**src/rtl/cpu_ctrl_pkg.sv**
```systemverilog
// Shared types and encodings for the control sequencer: FSM states, opcodes,
// ALU select codes and the control-word structure.
package cpu_ctrl_pkg;

  typedef enum logic [3:0] {
    ST_FETCH1 = 4'd0,
    ST_FETCH2 = 4'd1,
    ST_DECODE = 4'd2,
    ST_EXA    = 4'd3,
    ST_EXM_RD = 4'd4,
    ST_EXM_WR = 4'd5,
    ST_EXALU  = 4'd6,
    ST_JUMP   = 4'd7,
    ST_HALT   = 4'd8,
    ST_FAULT  = 4'd9
  } state_t;

  localparam logic [3:0] OP_NOP = 4'h0;
  localparam logic [3:0] OP_LDA = 4'h1;
  localparam logic [3:0] OP_STA = 4'h2;
  localparam logic [3:0] OP_ADD = 4'h3;
  localparam logic [3:0] OP_SUB = 4'h4;
  localparam logic [3:0] OP_AND = 4'h5;
  localparam logic [3:0] OP_OR  = 4'h6;
  localparam logic [3:0] OP_JMP = 4'h7;
  localparam logic [3:0] OP_JZ  = 4'h8;
  localparam logic [3:0] OP_HLT = 4'hF;

  localparam logic [2:0] ALU_ADD  = 3'b000;
  localparam logic [2:0] ALU_SUB  = 3'b001;
  localparam logic [2:0] ALU_AND  = 3'b010;
  localparam logic [2:0] ALU_OR   = 3'b011;
  localparam logic [2:0] ALU_NONE = 3'b000;

  localparam int WAIT_CNT_W = 8;

  typedef struct packed {
    logic pc_out;
    logic pc_inc;
    logic pc_load;
    logic mar_load;
    logic ir_load;
    logic ir_out;
    logic mem_rd;
    logic mem_wr;
    logic rega_load;
    logic rega_out;
    logic alu_out;
    logic halted;
    logic fault;
  } ctrl_t;

  function automatic logic [2:0] alu_sel(input logic [3:0] opcode);
    logic [2:0] sel;
    case (opcode)
      OP_ADD:  sel = ALU_ADD;
      OP_SUB:  sel = ALU_SUB;
      OP_AND:  sel = ALU_AND;
      OP_OR:   sel = ALU_OR;
      default: sel = ALU_NONE;
    endcase
    return sel;
  endfunction

  function automatic logic is_wait_state(input state_t s);
    logic w;
    case (s)
      ST_FETCH2, ST_EXM_RD, ST_EXM_WR: w = 1'b1;
      default:                         w = 1'b0;
    endcase
    return w;
  endfunction

endpackage

```
**src/rtl/control_sequencer_if.sv**
```systemverilog
// Bus/handshake bundle between the control sequencer (master) and the
// datapath/memory side (slave).
interface control_sequencer_if;

  logic [15:0] bus_in;
  logic        mem_ready;
  logic        zero;

  logic        pc_out;
  logic        pc_inc;
  logic        pc_load;
  logic        mar_load;
  logic        ir_load;
  logic        ir_out;
  logic        mem_rd;
  logic        mem_wr;
  logic        rega_load;
  logic        rega_out;
  logic        alu_out;
  logic        halted;
  logic        fault;
  logic [2:0]  alu_op;
  logic [15:0] ir_operand;
  logic [3:0]  state;

  modport master (
    input  bus_in, mem_ready, zero,
    output pc_out, pc_inc, pc_load, mar_load, ir_load, ir_out,
           mem_rd, mem_wr, rega_load, rega_out, alu_out, halted, fault,
           alu_op, ir_operand, state
  );

  modport slave (
    output bus_in, mem_ready, zero,
    input  pc_out, pc_inc, pc_load, mar_load, ir_load, ir_out,
           mem_rd, mem_wr, rega_load, rega_out, alu_out, halted, fault,
           alu_op, ir_operand, state
  );

endinterface

```
**src/rtl/wait_timer.sv**
```systemverilog
// Memory wait-state counter; expired flags the last cycle a handshake may
// still complete before the sequencer gives up.
module wait_timer
  import cpu_ctrl_pkg::*;
#(
  parameter int WAIT_MAX = 15
) (
  input  logic clk,
  input  logic r,
  input  logic clear,
  input  logic tick,
  output logic expired
);

  // Count value seen in the WAIT_MAX-th wait cycle (counting starts at zero).
  localparam logic [WAIT_CNT_W-1:0] LAST_COUNT = WAIT_CNT_W'(WAIT_MAX - 1);

  logic [WAIT_CNT_W-1:0] count_q;
  logic [WAIT_CNT_W-1:0] count_d;

  // Next-count selection: clear on wait-state entry, step on each unready cycle.
  always_comb begin
    count_d = count_q;
    if (clear) begin
      count_d = '0;
    end else if (tick) begin
      count_d = count_q + WAIT_CNT_W'(1);
    end else begin
      count_d = count_q;
    end
  end

  // Counter register.
  always_ff @(posedge clk or negedge r) begin
    if (!r) begin
      count_q <= '0;
    end else begin
      count_q <= count_d;
    end
  end

  // Expiry compare.
  always_comb begin
    if (count_q == LAST_COUNT) begin
      expired = 1'b1;
    end else begin
      expired = 1'b0;
    end
  end

endmodule

```
**src/rtl/control_sequencer.sv**
```systemverilog
// Microcoded-style control sequencer for a small accumulator CPU: fetch,
// decode and execute states with memory handshakes bounded by a wait timer.
module control_sequencer
  import cpu_ctrl_pkg::*;
#(
  parameter int WAIT_MAX = 15
) (
  input logic               clk,
  input logic               r,
  control_sequencer_if.master cs
);

  state_t      state_q;
  state_t      state_d;
  logic [15:0] ir_q;
  logic [15:0] ir_d;
  logic [3:0]  opcode_s;

  ctrl_t       ctrl_s;
  ctrl_t       ctrl_out_s;
  logic [2:0]  alu_s;
  logic [2:0]  alu_out_s;

  logic        clear_s;
  logic        tick_s;
  logic        expired_s;

  assign opcode_s = ir_q[15:12];

  wait_timer #(
    .WAIT_MAX(WAIT_MAX)
  ) u_wait_timer (
    .clk    (clk),
    .r      (r),
    .clear  (clear_s),
    .tick   (tick_s),
    .expired(expired_s)
  );

  // State and instruction registers.
  always_ff @(posedge clk or negedge r) begin
    if (!r) begin
      state_q <= ST_FETCH1;
      ir_q    <= 16'h0000;
    end else begin
      state_q <= state_d;
      ir_q    <= ir_d;
    end
  end

  // Next-state and control decode; mem_ready only matters inside wait states.
  always_comb begin
    state_d = state_q;
    ir_d    = ir_q;
    ctrl_s  = '0;
    alu_s   = ALU_NONE;
    tick_s  = 1'b0;
    case (state_q)
      ST_FETCH1: begin
        ctrl_s.pc_out   = 1'b1;
        ctrl_s.mar_load = 1'b1;
        state_d         = ST_FETCH2;
      end
      ST_FETCH2: begin
        ctrl_s.mem_rd = 1'b1;
        if (cs.mem_ready) begin
          ctrl_s.ir_load = 1'b1;
          ctrl_s.pc_inc  = 1'b1;
          ir_d           = cs.bus_in;
          state_d        = ST_DECODE;
        end else if (expired_s) begin
          state_d = ST_FAULT;
        end else begin
          tick_s = 1'b1;
        end
      end
      ST_DECODE: begin
        case (opcode_s)
          OP_NOP:                        state_d = ST_FETCH1;
          OP_LDA, OP_STA:                state_d = ST_EXA;
          OP_ADD, OP_SUB, OP_AND, OP_OR: state_d = ST_EXALU;
          OP_JMP:                        state_d = ST_JUMP;
          OP_JZ: begin
            if (cs.zero) begin
              state_d = ST_JUMP;
            end else begin
              state_d = ST_FETCH1;
            end
          end
          OP_HLT:                        state_d = ST_HALT;
          default:                       state_d = ST_FAULT;
        endcase
      end
      ST_EXA: begin
        ctrl_s.ir_out   = 1'b1;
        ctrl_s.mar_load = 1'b1;
        if (opcode_s == OP_STA) begin
          state_d = ST_EXM_WR;
        end else begin
          state_d = ST_EXM_RD;
        end
      end
      ST_EXM_RD: begin
        ctrl_s.mem_rd = 1'b1;
        if (cs.mem_ready) begin
          ctrl_s.rega_load = 1'b1;
          state_d          = ST_FETCH1;
        end else if (expired_s) begin
          state_d = ST_FAULT;
        end else begin
          tick_s = 1'b1;
        end
      end
      ST_EXM_WR: begin
        ctrl_s.rega_out = 1'b1;
        ctrl_s.mem_wr   = 1'b1;
        if (cs.mem_ready) begin
          state_d = ST_FETCH1;
        end else if (expired_s) begin
          state_d = ST_FAULT;
        end else begin
          tick_s = 1'b1;
        end
      end
      ST_EXALU: begin
        ctrl_s.alu_out   = 1'b1;
        ctrl_s.rega_load = 1'b1;
        alu_s            = alu_sel(opcode_s);
        state_d          = ST_FETCH1;
      end
      ST_JUMP: begin
        ctrl_s.ir_out  = 1'b1;
        ctrl_s.pc_load = 1'b1;
        state_d        = ST_FETCH1;
      end
      ST_HALT: begin
        ctrl_s.halted = 1'b1;
        state_d       = ST_HALT;
      end
      ST_FAULT: begin
        ctrl_s.fault = 1'b1;
        state_d      = ST_FAULT;
      end
      default: begin
        state_d = ST_FAULT;
      end
    endcase
  end

  // Timer clears only on the transition into a wait state.
  always_comb begin
    if (is_wait_state(state_d) && (state_d != state_q)) begin
      clear_s = 1'b1;
    end else begin
      clear_s = 1'b0;
    end
  end

  // While reset is held, state shows FETCH1 but no FETCH1 controls may leak out.
  always_comb begin
    if (r) begin
      ctrl_out_s = ctrl_s;
      alu_out_s  = alu_s;
    end else begin
      ctrl_out_s = '0;
      alu_out_s  = ALU_NONE;
    end
  end

  assign cs.pc_out     = ctrl_out_s.pc_out;
  assign cs.pc_inc     = ctrl_out_s.pc_inc;
  assign cs.pc_load    = ctrl_out_s.pc_load;
  assign cs.mar_load   = ctrl_out_s.mar_load;
  assign cs.ir_load    = ctrl_out_s.ir_load;
  assign cs.ir_out     = ctrl_out_s.ir_out;
  assign cs.mem_rd     = ctrl_out_s.mem_rd;
  assign cs.mem_wr     = ctrl_out_s.mem_wr;
  assign cs.rega_load  = ctrl_out_s.rega_load;
  assign cs.rega_out   = ctrl_out_s.rega_out;
  assign cs.alu_out    = ctrl_out_s.alu_out;
  assign cs.halted     = ctrl_out_s.halted;
  assign cs.fault      = ctrl_out_s.fault;
  assign cs.alu_op     = alu_out_s;
  assign cs.ir_operand = {4'h0, ir_q[11:0]};
  assign cs.state      = state_q;

endmodule

```
**src/flat_wrapper.sv**
```systemverilog
// flat-port wrapper written by rule: the top's interface ports become plain ports
module control_sequencer_flat import cpu_ctrl_pkg::*;
#(
  parameter int WAIT_MAX = 15
)
  (clk, r, cs_bus_in, cs_mem_ready, cs_zero, cs_pc_out, cs_pc_inc, cs_pc_load, cs_mar_load, cs_ir_load, cs_ir_out, cs_mem_rd, cs_mem_wr, cs_rega_load, cs_rega_out, cs_alu_out, cs_halted, cs_fault, cs_alu_op, cs_ir_operand, cs_state);
  control_sequencer_if cs_i ();
  input logic clk;
  input logic r;
  input wire logic [$bits(cs_i.bus_in)-1:0] cs_bus_in;
  input wire logic [$bits(cs_i.mem_ready)-1:0] cs_mem_ready;
  input wire logic [$bits(cs_i.zero)-1:0] cs_zero;
  output wire logic [$bits(cs_i.pc_out)-1:0] cs_pc_out;
  output wire logic [$bits(cs_i.pc_inc)-1:0] cs_pc_inc;
  output wire logic [$bits(cs_i.pc_load)-1:0] cs_pc_load;
  output wire logic [$bits(cs_i.mar_load)-1:0] cs_mar_load;
  output wire logic [$bits(cs_i.ir_load)-1:0] cs_ir_load;
  output wire logic [$bits(cs_i.ir_out)-1:0] cs_ir_out;
  output wire logic [$bits(cs_i.mem_rd)-1:0] cs_mem_rd;
  output wire logic [$bits(cs_i.mem_wr)-1:0] cs_mem_wr;
  output wire logic [$bits(cs_i.rega_load)-1:0] cs_rega_load;
  output wire logic [$bits(cs_i.rega_out)-1:0] cs_rega_out;
  output wire logic [$bits(cs_i.alu_out)-1:0] cs_alu_out;
  output wire logic [$bits(cs_i.halted)-1:0] cs_halted;
  output wire logic [$bits(cs_i.fault)-1:0] cs_fault;
  output wire logic [$bits(cs_i.alu_op)-1:0] cs_alu_op;
  output wire logic [$bits(cs_i.ir_operand)-1:0] cs_ir_operand;
  output wire logic [$bits(cs_i.state)-1:0] cs_state;
  assign cs_i.bus_in = cs_bus_in;
  assign cs_i.mem_ready = cs_mem_ready;
  assign cs_i.zero = cs_zero;
  assign cs_pc_out = cs_i.pc_out;
  assign cs_pc_inc = cs_i.pc_inc;
  assign cs_pc_load = cs_i.pc_load;
  assign cs_mar_load = cs_i.mar_load;
  assign cs_ir_load = cs_i.ir_load;
  assign cs_ir_out = cs_i.ir_out;
  assign cs_mem_rd = cs_i.mem_rd;
  assign cs_mem_wr = cs_i.mem_wr;
  assign cs_rega_load = cs_i.rega_load;
  assign cs_rega_out = cs_i.rega_out;
  assign cs_alu_out = cs_i.alu_out;
  assign cs_halted = cs_i.halted;
  assign cs_fault = cs_i.fault;
  assign cs_alu_op = cs_i.alu_op;
  assign cs_ir_operand = cs_i.ir_operand;
  assign cs_state = cs_i.state;
  control_sequencer #(.WAIT_MAX(WAIT_MAX)) u_core (.clk(clk), .r(r), .cs(cs_i));
endmodule
```
**config.mk**
```make
export PLATFORM = sky130hd
export DESIGN_NAME = control_sequencer_flat
export DESIGN_NICKNAME = d
export VERILOG_FILES = /design/src/rtl/cpu_ctrl_pkg.sv /design/src/rtl/control_sequencer_if.sv /design/src/rtl/wait_timer.sv /design/src/rtl/control_sequencer.sv /design/src/flat_wrapper.sv
export SDC_FILE = /design/constraint.sdc
export NUM_CORES = 1
export LEC_CHECK = 0
export CORE_ASPECT_RATIO = 0.7
export CORE_UTILIZATION = 49
export DETAILED_ROUTE_END_ITERATION = 7
export GPL_TIMING_DRIVEN = 0
export PLACE_DENSITY = 0.86
export SYNTH_ARGS = -nofsm -noshare
export SYNTH_HDL_FRONTEND = slang
export SYNTH_SLANG_ARGS = --single-unit
```
**constraint.sdc**
```tcl
create_clock -name clk -period 2.3 [get_ports clk]
set_input_delay 0.23 -clock clk [delete_from_list [all_inputs] [get_ports clk]]
set_output_delay 0.23 -clock clk [all_outputs]
set_load 0.02 [all_outputs]
```
==> metrics.md, run 1 <==
| Metric | Value |
|---|---|
| Post-Syn Area per Cell | 10.1 um^2 |
| Yosys warns | 0 |
| Critical Path End | cs_rega_out |
| CP required | 2.07 ns |
| Worst Setup SP | u_core.cs.state[0] |
| Most common cell on crit path | clkbuf_4 |
| Fin. max-slew vios | 0 |
| Global-route wire length before repair | 6880 um |
| Iteration-0 DRC Markers | 135 |
| DR vias | 1472 |
| DIE AREA | 0.00368 mm^2 |
| Clock transition at path regs | 0.10 ns |
| Synth Area in Compound Gates | 6.47% |
| Clk Tree Root Cell | clkbuf_8 |
| Die X | 72.0 um |
| Initial antenna violation count | 0 |
| Row count | 17 |
| Final Skew | 0.00755 ns |
| Largest family of logic cells by synthesized area | simple AND/OR/NAND/NOR gates |
| Drt first pass iters | 4 |
| Area Growth Syn to Fin | 43.9% |
| Setup_tns | 0 ns |
| Core box area | 0.00321 mm^2 |
| Max Clk Rate | 448 MHz |
| Flop2flop setup slack | 0.40 ns |
| N_diodes | 0 |
| Top Layer Used | met4 |
| Most frequent cell after synthesis | dfrtp_1 |
| Metal3 WL | 478 um |
| Clk sinks | 28 |
| FF-to-FF path depth | 4 |
| Switching part of the total | 20.4% |
| Fraction of the mapped netlist area in adder cells | 2.08% |
| Crit path time final | 2.23 ns |
| Worst-skew pair later-pin latency | 0.28 ns |
| Worst-path maximum fanout | 10 |
| Slew headroom | 43.9% |
| P_int | 770 uW |
| Crit path max-delay cell type | clkdlybuf4s50_1 |
| Post-synthesis sequential area ratio | 41.6% |
| Largest net degree at the start of global routing | 29 |
| Antenna viol nets, final | 0 |
| Detailed Route WL | 4360 um |
| RSZ-0062 raised after global routing | yes |
| Die Y | 51.0 um |
| Wire per inst | 15.7 um |
| Util after Layout | 75.4% |
| P per Cell Area | 400 mW/mm^2 |
| Clock power frac | 41.2% |
| Ports | 56 |
| Synth area leaders | dfrtp_1 42%, mux2_2 11%, buf_4 8.5% |
| Logic pwr share | 7.7% |
| WL met2 | 1950 um |
| Static Leak | 1.19 nW |
| Setup-failing EPs final | 0 |
| TritonCTS clock tree | yes |
| Async S/R FF share, synth | 100% |
| Synth Instances | 167 |
| CP arrival | 2.00 ns |
| Hold slack | 0.508 ns |
| Worst reg2reg startpoint | u_core.cs.state[2] |
| Clock tree buffer depth | 2 |
| Critical path class | flip-flop to output pin |
| Metal-1 WL | 1860 um |
| GR Overflow Total | 0 |
| Outcome | finished, final reports clean |
| Initial Util | 52.4% |
| CP max stage delay | 0.58 ns |
| Remaining DRCs | 0 |
| Layout cells sized above 1 | 26.4% |
| RePlAce Congestion | 0.861 |
| Nets | 254 |
| Most instantiated cells after synthesis | 28 x dfrtp_1, 19 x buf_4, 16 x mux2_2 |
| Sequential share of power | 51.1% |
| Post-Synth XOR/XNOR Area | 2.60% |
| TritonCTS buffer count | 3 |
| Hold Path Class | input pin to async pin |
| Synth Area in Simple Gates | 22.5% |
| Synth cell types | 44 |
| H-tree depth | 1 |
| Final count of hold timing violations | 0 |
| Area share of the largest cell type after synthesis | 41.6% |
| Mux share of post-synthesis cell area | 13.1% |
| RR Endpoint | u_core.cs.state[2] |
| Final worst path period share | 97.0% |
| Avg Vias per Cell | 5.29 |
| Vias in the first global route | 1403 |
| Switching pwr | 198 uW |
| Number of flops mapped to enable cells by yosys | 0 |
| Mapped cell area | 0.00168 mm^2 |
| Seq cells post-synth | 28 |
| Worst-path cell chain | clkbuf_4, clkbuf_4, nand2_1, nor2_1, buf_4, clkdlybuf4s50_1 |
| Post-synthesis cell type with the largest combined area | dfrtp_1 |
| Actual slew at the worst max-slew pin | 0.829 ns |
| Critical Path End Type | output pin |
| Crit path launch type | flip-flop |
| Peak VDD IR | 0.000425 V |
| Port buffer count | 50 |
| Synth Flop Type | dfrtp_1 |
| HPWL after detailed placement | 3040 um |
| Gr usage total | 25.2% |
| Max-Cap Viols | 0 |
-- critical path: cells and delay by family (launching register included) --
| family | cells | cell delay [ns] |
|---|---|---|
| flops | 1 | 0.35 |
| simple gates | 2 | 0.21 |
| buf+inv | 4 | 1.14 |
-- routing by layer --
| metal | vias to the layer above | track usage [%] |
|---|---|---|
| met5 | - | 0 |
| met4 | 0 | 6.54 |
| met3 | 6 | 9.86 |
| met2 | 81 | 40.6 |
| met1 | 688 | 32.0 |
| li1 | 697 | - |
-- cell type report --
class | count | area (um^2)
plain buffers | 26 | 195
clock buffers | 3 | 41.3
clock inverters | 1 | 30.0
fillers | 226 | 791
inverters | 3 | 11.3
multi-input cells | 114 | 832
flip-flops and latches | 28 | 702
well taps | 47 | 58.8
repair buffers | 56 | 551
-- logic make-up after synthesis --
kind of cell,Yosys count
simple gates,64
mux,20
buf+inv,29
xor+xnor,5
flops,28
other cells,1
compound gates,17
fa+ha+maj,3
-- power by group through the flow --
stage / combinational [mW] / sequential, mW / clock (mW)
after global routing: 0.0809 / 0.495 / 0.417
final: 0.0744 / 0.494 / 0.399
after CTS: 0.0749 / 0.494 / 0.405
after detailed placement: 0.0690 / 0.504 / 0
after global placement: 0.0679 / 0.504 / 0
after floorplan: 0.0216 / 0.504 / 0
-- flip-flops by register name, summed over array words and instances, names as in the netlist --
name,count
u_core.cs.state,4
u_core.u_wait_timer.count_q,8
u_core.ir_q,16
-- worst min path at each step --
stage	from	endpoint	cells after the start
after floorplan	r	u_core.cs.state[0]	0
after global placement	u_core.ir_q[4]	u_core.ir_q[4]	1
after detailed placement	u_core.ir_q[6]	u_core.ir_q[6]	1
after CTS	r	u_core.ir_q[2]	3
after global routing	u_core.ir_q[8]	u_core.ir_q[8]	1
final	r	u_core.u_wait_timer.count_q[3]	3
-- cells in the final DEF, fill, tap and decap left out, types with 2 or more instances in the layout --
master	netlist	final
a21oi_1	4	4
and3_1	2	2
buf_4	19	25
buf_6	1	2
clkbuf_1	2	2
clkbuf_2	0	2
clkbuf_4	0	2
clkbuf_8	0	3
clkdlybuf4s50_1	0	42
conb_1	1	5
dfrtp_1	28	27
dlygate4sd2_1	0	2
dlymetal6s2s_1	0	2
ha_1	2	2
inv_1	3	3
mux2_2	16	16
mux2i_1	4	4
nand2_1	13	13
nand3_1	5	5
nand3b_1	3	3
nand4_1	2	2
nor2_1	15	14
nor3_1	7	6
nor4_2	2	2
o21ai_0	5	5
or3_1	2	2
xnor2_1	2	2
xor2_1	3	3
-- per-stage QoR --
| stage | setup slack (ns) | cell area, um^2 | instances | power [mW] |
|---|---|---|---|---|
| 2_1_floorplan | 0.238 | 1700 | 171 | 0.525 |
| 3_3_place_gp | -1.19 | 2260 | 268 | 0.572 |
| 3_5_place_dp | -1.20 | 2260 | 268 | 0.573 |
| 4_1_cts | 0.0152 | 2390 | 276 | 0.974 |
| 5_1_grt | -0.0183 | 2420 | 278 | 0.992 |
| 6_report | 0.0686 | 2420 | 278 | 0.967 |
-- timing repair --
item | in CTS | in global routing
endpoints found under the hold margin | 28 | 0
pin swaps | 1 | 0
buffers inserted | 2 | 2
gates resized for setup | 17 | 11
hold buffers | 2 | 0
setup endpoints to repair | 15 | 10
Power figures use the tool's default switching activity.
==> run 2, diff against run 1 <==
--- a/config.mk
+++ b/config.mk
@@ -10,6 +10,7 @@
 export DETAILED_ROUTE_END_ITERATION = 7
 export GPL_TIMING_DRIVEN = 0
 export PLACE_DENSITY = 0.86
+export REMOVE_ABC_BUFFERS = 1
 export SYNTH_ARGS = -nofsm -noshare
 export SYNTH_HDL_FRONTEND = slang
 export SYNTH_SLANG_ARGS = --single-unit
==> run 2 against run 1 <==
- sequential share of layout area is 2.7 points higher
- first-iteration DRC count is 53% lower
- power is 1.6% lower
- worst hold slack worse by 0.019 ns
- critical path type unchanged
- largest power group unchanged
==> metrics.md, run 2 (same netlist as run 1, synthesis figures left out) <==
| Metric | Value |
|---|---|
| Die X | 72.0 um (unchanged) |
| Max reg flops | 16 (unchanged) |
| Wire per inst | 14.5 um (-7.4%) |
| Placed cell area | 0.00208 mm^2 (-8.3%) |
| Worst-path maximum fanout | 12 (+2) |
| H-tree depth | 1 (unchanged) |
| Slew headroom | 52.1% (+8.1 points) |
| CP top delay family | buffers and inverters |
| Initial Util | 52.4% (unchanged) |
| Clock transition at path regs | 0.10 ns (about the same) |
| Vias in the first global route | 1293 (-7.8%) |
| Worst-path cell chain | buf_4, nor3_1, and3_1, clkdlybuf4s50_1 |
| Clock tree buffer depth | 2 (unchanged) |
| Max-Cap Viols | 0 (unchanged) |
| Core box area | 0.00321 mm^2 (unchanged) |
| Port buffer count | 50 (unchanged) |
| Bufs and invs on worst path | 2 (-2) |
| Detailed Route WL | 3660 um (-16%) |
| Outcome | finished, final reports clean |
| Die Y | 51.0 um (unchanged) |
| N_diodes | 0 (unchanged) |
| Iteration-0 DRC Markers | 64 (-53%) |
| Most frequent cells in the layout | 46 x clkdlybuf4s50_1, 24 x dfrtp_1, 16 x mux2_2, 14 x nor2_1, 13 x nand2_1 |
| Crit path launch type | flip-flop |
| TritonCTS clock tree | yes |
| CP required | 2.07 ns (about the same) |
| RR Endpoint | u_core.cs.state[0] |
| Area Growth Syn to Fin | 32.9% |
| Nets | 228 (-10%) |
| Setup-failing EPs final | 0 (unchanged) |
| Util after Layout | 69.7% (-5.7 points) |
| Top reg by flops | u_core.ir_q |
| DIE AREA | 0.00368 mm^2 (unchanged) |
| Max Clk Rate | 454 MHz (+1.3%) |
| WP depth | 4 (-2) |
| Fin. max-slew vios | 0 (unchanged) |
| RePlAce Congestion | 0.878 (+2.0%) |
| Static Leak | 1.06 nW (-11%) |
| Post-Place Cells | 242 (-9.7%) |
| Gr usage total | 22.5% (-2.8 points) |
| Filler Cell Count | 221 (-2.2%) |
| FF/Latch Area | 708 um^2 (+0.89%) |
| Finished Layout Cells | 252 (-9.4%) |
| Avg Vias per Cell | 5.38 (+1.6%) |
| RSZ-0062 raised after global routing | no |
| Worst reg2reg startpoint | u_core.cs.state[0] |
| CP arrival | 1.97 ns (-0.03 ns) |
| Actual slew at the worst max-slew pin | 0.709 ns (-0.121 ns) |
| Final worst path period share | 95.7% (-1.3 points) |
| Flop2flop setup slack | 0.56 ns (+0.16 ns) |
| Hold Path Class | input pin to async pin |
| Clk sinks | 28 (unchanged) |
| CP max stage delay | 0.60 ns (+0.02 ns) |
| Ports | 56 (unchanged) |
| Clk Tree Root Cell | clkbuf_8 |
| Worst Setup SP | u_core.cs.state[2] |
| Remaining DRCs | 0 (unchanged) |
| Critical path class | flip-flop to output pin |
| Worst-skew pair later-pin latency | 0.28 ns (about the same) |
| GR Overflow Total | 0 (unchanged) |
| Commonest non-fill, non-tap cell in the layout | clkdlybuf4s50_1 |
| P per Cell Area | 426 mW/mm^2 (+6.5%) |
| HPWL after detailed placement | 2580 um (-15%) |
| Design area | 0.00224 mm^2 (-7.6%) |
| Initial antenna violation count | 0 (unchanged) |
| Critical Path End | cs_fault |
| Final Skew | 0.0113 ns (+0.00375 ns) |
| Peak VDD IR | 0.000506 V (+19%) |
| Crit path time final | 2.20 ns (-0.0293 ns) |
| Antenna viol nets, final | 0 (unchanged) |
| Global-route wire length before repair | 6230 um (-9.4%) |
| DR vias | 1356 (-7.9%) |
| Largest net degree at the start of global routing | 29 (unchanged) |
| Drt first pass iters | 4 (unchanged) |
| Final count of hold timing violations | 0 (unchanged) |
| Area of the multi-input gates | 822 um^2 (-1.2%) |
| Crit path max-delay cell type | clkdlybuf4s50_1 |
| Critical Path End Type | output pin |
| Row count | 17 (unchanged) |
| TritonCTS buffer count | 3 (unchanged) |
| Layout cells sized above 1 | 18.0% (-8.4 points) |
| FF-to-FF path depth | 4 (unchanged) |
==> run 2: cell types whose count changed in the layout (fill, tap and decap cells not counted), sizes merged <==
cell and delta:
dlymetal6s2s +1, clkdlybuf4s50 +4, clkdlybuf4s15 -1, dlygate4sd2 -2, buf -22, clkbuf -6
==> run 2: per-layer routing <==
metal / routed length (um) / GRT usage, %
met5: 0 / 0
met4: 51 / 6.21
met3: 251 / 5.92
met2: 1710 / 37.4
met1: 1650 / 29.2
==> run 2: worst min-delay path by stage <==
stage | startpoint | to | slack (ns)
3_3_place_gp | u_core.ir_q[1] | u_core.ir_q[1] | 0.49
5_1_grt | r | u_core.u_wait_timer.count_q[6] | 0.52
4_1_cts | r | u_core.u_wait_timer.count_q[6] | 0.50
3_5_place_dp | u_core.ir_q[7] | u_core.ir_q[7] | 0.49
6_report | r | u_core.u_wait_timer.count_q[6] | 0.49
2_1_floorplan | r | u_core.cs.state[0] | -0.07
==> run 2: layout make-up <==
class,instances,area share [%]
inverter,3,0.503
tap,47,2.63
clock buffer,3,1.85
clock inverter,1,1.34
timing repair buffer,56,25.3
multi-input combinational,114,36.7
sequential,28,31.7
==> run 2: worst register-to-register path, delay by kind of cell (launching register included) <==
family / cells / cell delay, ns
and+or+nand+nor: 2 / 0.79
DFF: 1 / 0.47
AOI/OAI and AO/OA: 1 / 0.21
buffers and inverters: 1 / 0.20
==> run 2: power breakdown <==
part	internal [mW]	switching, mW
Sequential	0.493	0.00151
Clock	0.233	0.158
Combinational	0.0377	0.0293
Total	0.763	0.188
==> run 2: timing repair <==
item / CTS / global route
buffers inserted: 4 / 0
hold endpoints to repair: 28 / 0
setup endpoints to repair: 15 / 6
hold buffers: 2 / 0
pin swaps: 1 / 0
resized for setup: 12 / 5
==> run 2: metrics by stage <==
step                setup slack (ns)  TNS [ns]  total power, mW  hold slack (ns)
floorplan                    -0.0787    -0.128            0.519          -0.0656
global placement               -1.19    -11.57            0.564            0.488
detailed placement             -1.37    -13.53            0.567            0.493
CTS                           0.0205         0            0.961            0.499
global route                  0.0100         0            0.983            0.521
finish                        0.0979         0            0.952            0.489
